**src/rtl/reg_file_pkg.sv**
```systemverilog
// -----------------------------------------------------------------------------
// reg_file_pkg
// Shared definitions for the register file / busy scoreboard slice.
//   DATA_WIDTH_DEF : default register width in bits
//   ADDR_WIDTH_DEF : default register address width (32 registers)
//   REG_ZERO       : architectural zero-register address
//   reg_addr_t     : register address at default width
//   reg_data_t     : register data word at default width
// Optional feature macro used by the importing files: REG_FILE_BYPASS_EN.
// -----------------------------------------------------------------------------
package reg_file_pkg;

  localparam int unsigned DATA_WIDTH_DEF = 32;
  localparam int unsigned ADDR_WIDTH_DEF = 5;

  typedef logic [ADDR_WIDTH_DEF-1:0] reg_addr_t;
  typedef logic [DATA_WIDTH_DEF-1:0] reg_data_t;

  localparam reg_addr_t REG_ZERO = '0;

endpackage

```
**src/rtl/reg_file_rd_port.sv**
```systemverilog
// -----------------------------------------------------------------------------
// reg_file_rd_port
// One combinational read port of the register file: selects a data word and
// its busy bit, masks register 0 to zero / never-busy, and (when
// REG_FILE_BYPASS_EN is defined) forwards a same-cycle writeback to the reader.
// Ports:
//   regs_i   : full data array (REG_UNITS words)
//   busy_i   : busy bit per register
//   raddr_i  : read address for this port
//   wen_i    : writeback enable   (used only for bypass)
//   waddr_i  : writeback address  (used only for bypass)
//   wdata_i  : writeback data     (used only for bypass)
//   rdata_o  : read data
//   rbusy_o  : busy bit of the addressed register
// Macro: REG_FILE_BYPASS_EN enables write-through forwarding.
// -----------------------------------------------------------------------------
module reg_file_rd_port
  import reg_file_pkg::*;
#(
  parameter int unsigned DATA_WIDTH = DATA_WIDTH_DEF,
  parameter int unsigned ADDR_WIDTH = ADDR_WIDTH_DEF,
  localparam int unsigned REG_UNITS = 2**ADDR_WIDTH
) (
  input  logic [DATA_WIDTH-1:0] regs_i [REG_UNITS],
  input  logic [REG_UNITS-1:0]  busy_i,
  input  logic [ADDR_WIDTH-1:0] raddr_i,
  input  logic                  wen_i,
  input  logic [ADDR_WIDTH-1:0] waddr_i,
  input  logic [DATA_WIDTH-1:0] wdata_i,
  output logic [DATA_WIDTH-1:0] rdata_o,
  output logic                  rbusy_o
);

  logic                  zero_sel;
  logic [DATA_WIDTH-1:0] arr_data;
  logic                  arr_busy;

  // Register 0 reads as zero and is never busy, independent of array contents.
  always_comb begin
    zero_sel = (raddr_i == '0);
    arr_data = zero_sel ? '0   : regs_i[raddr_i];
    arr_busy = zero_sel ? 1'b0 : busy_i[raddr_i];
  end

`ifdef REG_FILE_BYPASS_EN
  logic hit;

  // A writeback to the register being read completes this cycle: forward its
  // data and report not-busy. A same-cycle busy set is deliberately ignored.
  always_comb begin
    hit     = wen_i && (waddr_i != '0) && (waddr_i == raddr_i);
    rdata_o = hit ? wdata_i : arr_data;
    rbusy_o = hit ? 1'b0    : arr_busy;
  end
`else
  logic unused_bypass;

  assign unused_bypass = ^{wen_i, waddr_i, wdata_i};

  always_comb begin
    rdata_o = arr_data;
    rbusy_o = arr_busy;
  end
`endif

endmodule

```
**src/rtl/reg_file_sb.sv**
```systemverilog
// -----------------------------------------------------------------------------
// reg_file_sb
// General-purpose register file with a per-register busy scoreboard for RAW
// hazard stalling. NRD combinational read ports, one synchronous write port.
// Register 0 is hard-wired to zero and never busy.
// Ports:
//   clk      : clock, all state updates on rising edge
//   rst      : asynchronous active-high reset
//   wen      : writeback enable (writes data, clears busy)
//   waddr    : writeback address
//   wdata    : writeback data
//   set_en   : mark set_addr busy (producer issued)
//   set_addr : register to mark busy
//   raddr    : packed read addresses, port i at [i*ADDR_WIDTH +: ADDR_WIDTH]
//   ren      : per-port read-valid, qualifies stall only
//   rdata    : packed read data, port i at [i*DATA_WIDTH +: DATA_WIDTH]
//   rbusy    : busy bit of the register addressed by each port
//   stall    : OR over ports of (ren & rbusy)
//   busy_cnt : registered number of busy registers
// Macro: REG_FILE_BYPASS_EN enables same-cycle writeback forwarding on reads.
// -----------------------------------------------------------------------------
module reg_file_sb
  import reg_file_pkg::*;
#(
  parameter int unsigned DATA_WIDTH = DATA_WIDTH_DEF,
  parameter int unsigned ADDR_WIDTH = ADDR_WIDTH_DEF,
  parameter int unsigned NRD        = 2
) (
  input  logic                      clk,
  input  logic                      rst,
  input  logic                      wen,
  input  logic [ADDR_WIDTH-1:0]     waddr,
  input  logic [DATA_WIDTH-1:0]     wdata,
  input  logic                      set_en,
  input  logic [ADDR_WIDTH-1:0]     set_addr,
  input  logic [NRD*ADDR_WIDTH-1:0] raddr,
  input  logic [NRD-1:0]            ren,
  output logic [NRD*DATA_WIDTH-1:0] rdata,
  output logic [NRD-1:0]            rbusy,
  output logic                      stall,
  output logic [ADDR_WIDTH:0]       busy_cnt
);

  localparam int unsigned REG_UNITS = 2**ADDR_WIDTH;

  logic [DATA_WIDTH-1:0] regs_q [REG_UNITS];
  logic [REG_UNITS-1:0]  busy_q;
  logic [REG_UNITS-1:0]  busy_d;
  logic [ADDR_WIDTH:0]   cnt_q;
  logic [ADDR_WIDTH:0]   cnt_d;
  logic                  wr_en;
  logic                  set_ok;

  always_comb begin
    wr_en  = wen    && (waddr    != '0);
    set_ok = set_en && (set_addr != '0);
  end

  // ---------------------------------------------------------------------------
  // Data array
  // ---------------------------------------------------------------------------
  always_ff @(posedge clk or posedge rst) begin
    if (rst) begin
      for (int unsigned i = 0; i < REG_UNITS; i++) begin
        regs_q[i] <= '0;
      end
    end else if (wr_en) begin
      regs_q[waddr] <= wdata;
    end
  end

  // ---------------------------------------------------------------------------
  // Busy scoreboard: clear applied before set so a new producer issued in the
  // same cycle as the old one retires keeps the register busy.
  // ---------------------------------------------------------------------------
  always_comb begin
    busy_d = busy_q;
    if (wr_en) begin
      busy_d[waddr] = 1'b0;
    end
    if (set_ok) begin
      busy_d[set_addr] = 1'b1;
    end
    busy_d[0] = 1'b0;
  end

  // Count taken from the next-state vector so busy_cnt tracks busy_q exactly.
  always_comb begin
    cnt_d = '0;
    for (int unsigned i = 0; i < REG_UNITS; i++) begin
      cnt_d = cnt_d + {{ADDR_WIDTH{1'b0}}, busy_d[i]};
    end
  end

  always_ff @(posedge clk or posedge rst) begin
    if (rst) begin
      busy_q <= '0;
      cnt_q  <= '0;
    end else begin
      busy_q <= busy_d;
      cnt_q  <= cnt_d;
    end
  end

  assign busy_cnt = cnt_q;

  // ---------------------------------------------------------------------------
  // Read ports
  // ---------------------------------------------------------------------------
  for (genvar g = 0; g < NRD; g++) begin : g_rd
    reg_file_rd_port #(
      .DATA_WIDTH (DATA_WIDTH),
      .ADDR_WIDTH (ADDR_WIDTH)
    ) u_rd_port (
      .regs_i  (regs_q),
      .busy_i  (busy_q),
      .raddr_i (raddr[g*ADDR_WIDTH +: ADDR_WIDTH]),
      .wen_i   (wen),
      .waddr_i (waddr),
      .wdata_i (wdata),
      .rdata_o (rdata[g*DATA_WIDTH +: DATA_WIDTH]),
      .rbusy_o (rbusy[g])
    );
  end

  always_comb begin
    stall = 1'b0;
    for (int unsigned i = 0; i < NRD; i++) begin
      stall = stall | (ren[i] & rbusy[i]);
    end
  end

endmodule
```
**config.mk**
```make
export PLATFORM = sky130hd
export DESIGN_NAME = reg_file_sb
export DESIGN_NICKNAME = d
export VERILOG_FILES = /design/src/rtl/reg_file_pkg.sv /design/src/rtl/reg_file_rd_port.sv /design/src/rtl/reg_file_sb.sv
export SDC_FILE = /design/constraint.sdc
export NUM_CORES = 2
export LEC_CHECK = 0
export CAP_MARGIN = 20
export CELL_PAD_IN_SITES_DETAIL_PLACEMENT = 2
export CELL_PAD_IN_SITES_GLOBAL_PLACEMENT = 2
export CORE_ASPECT_RATIO = 0.75
export CORE_MARGIN = 2
export CORE_UTILIZATION = 43
export CTS_CLUSTER_DIAMETER = 150
export DETAILED_ROUTE_END_ITERATION = 6
export PLACE_DENSITY_LB_ADDON = 0.1
export SLEW_MARGIN = 20
export SYNTH_ARGS = -nofsm -noshare
export SYNTH_HDL_FRONTEND = slang
export SYNTH_SLANG_ARGS = --single-unit
```
**constraint.sdc**
```tcl
create_clock -name clk -period 41 [get_ports clk]
set_clock_uncertainty 0.2 [all_clocks]
set_input_delay 10.25 -clock clk [delete_from_list [all_inputs] [get_ports clk]]
set_output_delay 10.25 -clock clk [all_outputs]
set_load 0.02 [all_outputs]
```
======== After elaboration in Yosys (flattened, before gate mapping) ========
Index checks and enable logic that the tools add are counted.
cells by class
  add/sub/neg operators ................... 30
  order comparisons ....................... 10
  muxes and demuxes ....................... 23
  bitwise operators ....................... 9
  reductions and logical operators ........ 9
operators by type and width
  kind                                                               number
  bitwise mux 1024 bit                                               1
  binary-select mux 32 bit (select 5 bit)                            2
  2-to-1 mux 32 bit                                                  9
  demux 32 bit (select 5 bit)                                        1
  adder 6 x 1 -> 6 bit                                               25
  bitwise AND 32 bit                                                 1
  inverter 32 bit                                                    1
  OR 32 bit                                                          1
  less-than comparator 5 x 6 -> 1 bit, second input constant         4
  greater-or-equal comparator 6 bit, second input constant           3
  inverter 5 -> 6 bit                                                3
  binary-select mux 1 bit (select 5 bit)                             2
  demux 1 bit (select 5 bit)                                         2
  greater-or-equal comparator 5 x 1 -> 1 bit, second input constant  2
  logical NOT 5 bit                                                  2
  nonzero test 5 bit                                                 2
  adder 5 x 1 -> 6 bit                                               1
  less-than comparator 6 x 1 -> 1 bit, second input constant         1
  2-to-1 mux 1 bit                                                   6
  adder 4 x 1 -> 5 bit                                               1
  logical AND 1 bit                                                  5
  adder 3 x 1 -> 4 bit                                               1
  adder 2 x 1 -> 3 bit                                               1
  adder 1 x 1 -> 2 bit                                               1
  other kinds (2)                                                    3
word-level totals
  register bits after elaboration ......... 1,061
  word-level logic and storage cells ...... 115

======== Depth between registers and ports, before layout ========
  depth after elaboration ................. 39
  gate-level depth with buffers ........... 24
  mapped depth without buffers ............ 22

======== Cells and area by module ========
Synthesis repeated with hierarchy kept, for this count alone.
second synthesis, totals
  cell total of the unflattened synthesis .. 3,846
  area total of the unflattened synthesis .. 57,919.3 um2
modules (own cells, without submodules)
  module            instances  cells each  area each (um2)
  reg_file_sb       1          2,478       40,420.0
  reg_file_rd_port  2          684         8,749.6

======== Worst setup path after synthesis ========
Ideal clock, no wire load.
  path type ............................... input to output
  start ................................... in raddr[0]
  end ..................................... out rdata[10]
  arrival ................................. 12.274 ns
  required time ........................... 30.550 ns
  path slack .............................. 18.276 ns
  cell stages on the path ................. 5
  buffers on the path ..................... 2
  cells stage by stage .................... buf_2 buf_1 mux4_2 mux4_2 a22o_1
between the ends
  longest elaborated chain between the ends .. 5
ends and longest elaborated chain
  element                                                RTL line                text
  from (decl)                                            reg_file_sb.sv:36       input logic [NRD*ADDR_WIDTH-1:0] raddr,
  inverter 5 -> 6 bit (implied by the code)              reg_file_rd_port.sv:41  arr_data = zero_sel ? '0 : regs_i[raddr_i];
  binary-select mux 32 bit (select 5 bit)                reg_file_rd_port.sv:41
  2-to-1 mux 32 bit (implied by the code) (2 in series)  reg_file_rd_port.sv:41
  2-to-1 mux 32 bit *                                    reg_file_rd_port.sv:41
  to (decl)                                              reg_file_sb.sv:38       output logic [NRD*DATA_WIDTH-1:0] rdata,
Mark *: on every way between the ends. The rest lies on a longest branch, timed or not. The select of a mux whose other input is x is not followed.

======== Worst setup path after layout ========
  start ................................... in raddr[0]
  end ..................................... out rdata[16]
The elaborated chain is that of the path after synthesis.

==> flow_metrics.tcl <==
set metrics [dict create \
    status "completed" \
    rows 115 \
    postSynthAreaPerCell_sq_um 15.9 \
    crit_required_ps 30550 \
    ctsHtreeMaxLevel 3 \
    final_common_cell "dfrtp_1" \
    wire_per_inst_um 36.4 \
    antenna_found_initial 8 \
    multi_input_area_sq_um 28400 \
    hold_slack_ps 173 \
    final-hold-violation-count 0 \
    power_mw 3.66 \
    power-per-cell-area_nw_per_um2 57.5 \
    ant_nets 0 \
    worst_setup_path_end_kind "primary output" \
    core_area_sq_um 131000 \
    final_cell_mix "1061 x dfrtp_1, 1007 x mux2_2, 620 x mux4_2" \
    criticalPathCategory "in -> out" \
    synth.distinct_cells 52 \
    synth_edf_count 0 \
    via_per_inst 6.45 \
    hp-class "reg -> reg" \
    seq_area_frac_synth_pct 46.8 \
    setup_viol 0 \
    setup_slack_ps 15840 \
    insertion_delay_ps 730 \
    synth_flop_cell "dfrtp_1" \
    regArea_sq_um 26600 \
    slew_viol_final 0 \
    overflow 0 \
    pre_cts_ws_ps 15770 \
    rsz0062_at_grt "no" \
    ioPinCount 131 \
    cts_tree "built" \
    cts_resized 0 \
    synth_area_leader_cell "dfrtp_1" \
    netlist_instances 3575 \
    syn_area_sq_um 56700 \
    area_delta_synth_final_pct 12.2 \
    post-route-period-util_pct 61.4 \
    critPathArrivalTime_ps 14710 \
    setup-tns-final_ps 0 \
    grt_usage_pct 29.5 \
    layout-drive-gt1-share_pct 54.9 \
    num-fill-cells 11700 \
    detail_route.wirelength_um 195000 \
    synth_seq_cells 1061 \
    place_congestion 0.794 \
    synth_warnings 0 \
    final_nets 3575 \
    fin_util_pct 48.5 \
    drtPass1Iterations 5 \
    power_leakage_nw 27.2 \
    root_buffer "clkbuf_16" \
    synth_top_area_share_pct 46.8 \
    die_h_um 319 \
    dp_hpwl_um 107000 \
    die_w_um 423 \
    synth_area_leaders "dfrtp_1 47%, mux4_2 25%, mux2_2 20%" \
    grt_pass1_vias 39200 \
    clock_sinks 1061 \
    ir_drop_mv 0.0744 \
    grt_max_degree 134 \
    die_area_sq_um 135000 \
    drc 0 \
    critPathMaxFanout 92 \
    cap_violations 0 \
    fmax_mhz 39.8 \
    cts_buffer_depth 3 \
    initial_utilization_pct 43.3 \
    syn_nets 3663 \
    cts_hold_buf 0 \
    clk_pin_slew_ps 60 \
    async_flop_share_pct 100 \
    via_count 34500 \
    grt_pass1_wl_um 290000 \
    first_iter_violations 2535 \
    cts_setup_buffers 0 \
    portBuffers 130 \
    max_slew.worst_pin.slew_ps 1220 \
    critPathLaunchType "primary input" \
    finalCriticalPeriod_ps 25160 \
    numCtsBuffers 116 \
    max_slew_margin_pct 18.3 \
]
## final timing paths
| kind | cells after the start | endpoint | from | slack (ps) |
|---|---|---|---|---|
| max | 8 | rdata[16] | raddr[0] | 15840 |
| min | 0 | regs_q[1019]$_DFFE_PP0P_ | regs_q[1019]$_DFFE_PP0P_ | 170 |
| max reg2reg | 19 | busy_cnt[4]$_DFF_PP0_ | busy_q[22]$_DFF_PP0_ | 35420 |
| min reg2reg | 0 | regs_q[1019]$_DFFE_PP0P_ | regs_q[1019]$_DFFE_PP0P_ | 170 |
| max in group asynchronous | 6 | regs_q[16]$_DFFE_PP0P_ | rst | 26990 |
| min in group asynchronous | 2 | busy_cnt[3]$_DFF_PP0_ | rst | 9840 |
## synthesized netlist by cell type (2+ instances only)
master,n
a211oi_1,15
a21o_1,3
a21oi_1,26
a22o_1,33
a22oi_1,4
a32o_1,5
and3_1,4
and3b_1,3
buf_1,68
buf_2,74
buf_4,18
clkbuf_1,249
dfrtp_1,1061
fa_1,23
ha_1,7
inv_1,72
mux2_2,1007
mux2i_1,42
mux4_2,620
nand2_1,65
nand2b_1,3
nand3_1,8
nand3b_1,5
nor2_1,44
nor2b_1,23
nor3_1,3
nor3b_1,3
nor4_1,2
nor4bb_1,2
o21a_1,2
o21ai_0,45
o22ai_1,3
o31ai_1,10
or2_2,2
or3b_2,2
xnor2_1,3
## cell families (layout without fill, tap and decap cells)
group                    after synthesis  after routing  share of synthesized area (%)
multiplexers                        1669           1669                           45.4
flip-flops                          1061           1061                           46.8
buffers and inverters                483            497                           3.49
AND/OR/NAND/NOR                      173            173                           1.46
AO/OA/AOI/OAI                        156            156                           1.86
adder cells (fa/ha/maj)               30             30                          0.966
XOR/XNOR                               3              3                         0.0463
other                                  0              2                              0
## registers in the layout, indices dropped and copies added (netlist names)
name and count:
busy_cnt 6, busy_q 31, regs_q 1024
## cell type report
type | count | share of cell area (%)
Clock inverter | 65 | 1.44
Clock buffer | 155 | 5.25
Multi-Input combinational cell | 2031 | 44.7
Sequential cell | 1061 | 41.7
Tap cell | 1755 | 3.45
Antenna cell | 2 | 0.00787
Timing Repair Buffer | 204 | 2.99
Inverter | 73 | 0.446
## per-layer routing
| metal | routed length, um | GRT usage [%] | share of wire, % | up-vias |
|---|---|---|---|---|
| met5 | 13 | 0 | 0.0067 | - |
| met3 | 9500 | 4.61 | 4.9 | 371 |
| met4 | 6540 | 8.68 | 3.4 | 2 |
| li1 | - | - | - | 13600 |
| met2 | 93200 | 47.3 | 48 | 959 |
| met1 | 85500 | 41.8 | 44 | 19500 |
## critical path, stage by stage
cell and delay, ps:
buf_8 630, buf_12 700, buf_4 770, mux4_2 590, mux4_2 530, a21oi_1 200
o31ai_1 130, clkdlybuf4s50_1 610
## report_power, final
part           leakage, nW  total (mW)  internal [mW]  switching (mW)
clock                 2.09        1.17          0.704           0.466
sequential            13.6        1.42           1.26           0.159
combinational         11.6        1.07          0.583           0.489
total                 27.2        3.66           2.55            1.11
## through the flow
step,instance area [sq um],std cells
2_1_floorplan,56700,3575
3_3_place_gp,59300,5120
3_5_place_dp,59300,5121
4_1_cts,63600,5341
5_1_grt,63600,5345
6_report,63600,5346
No activity file was read; power rests on OpenSTA's default activity.
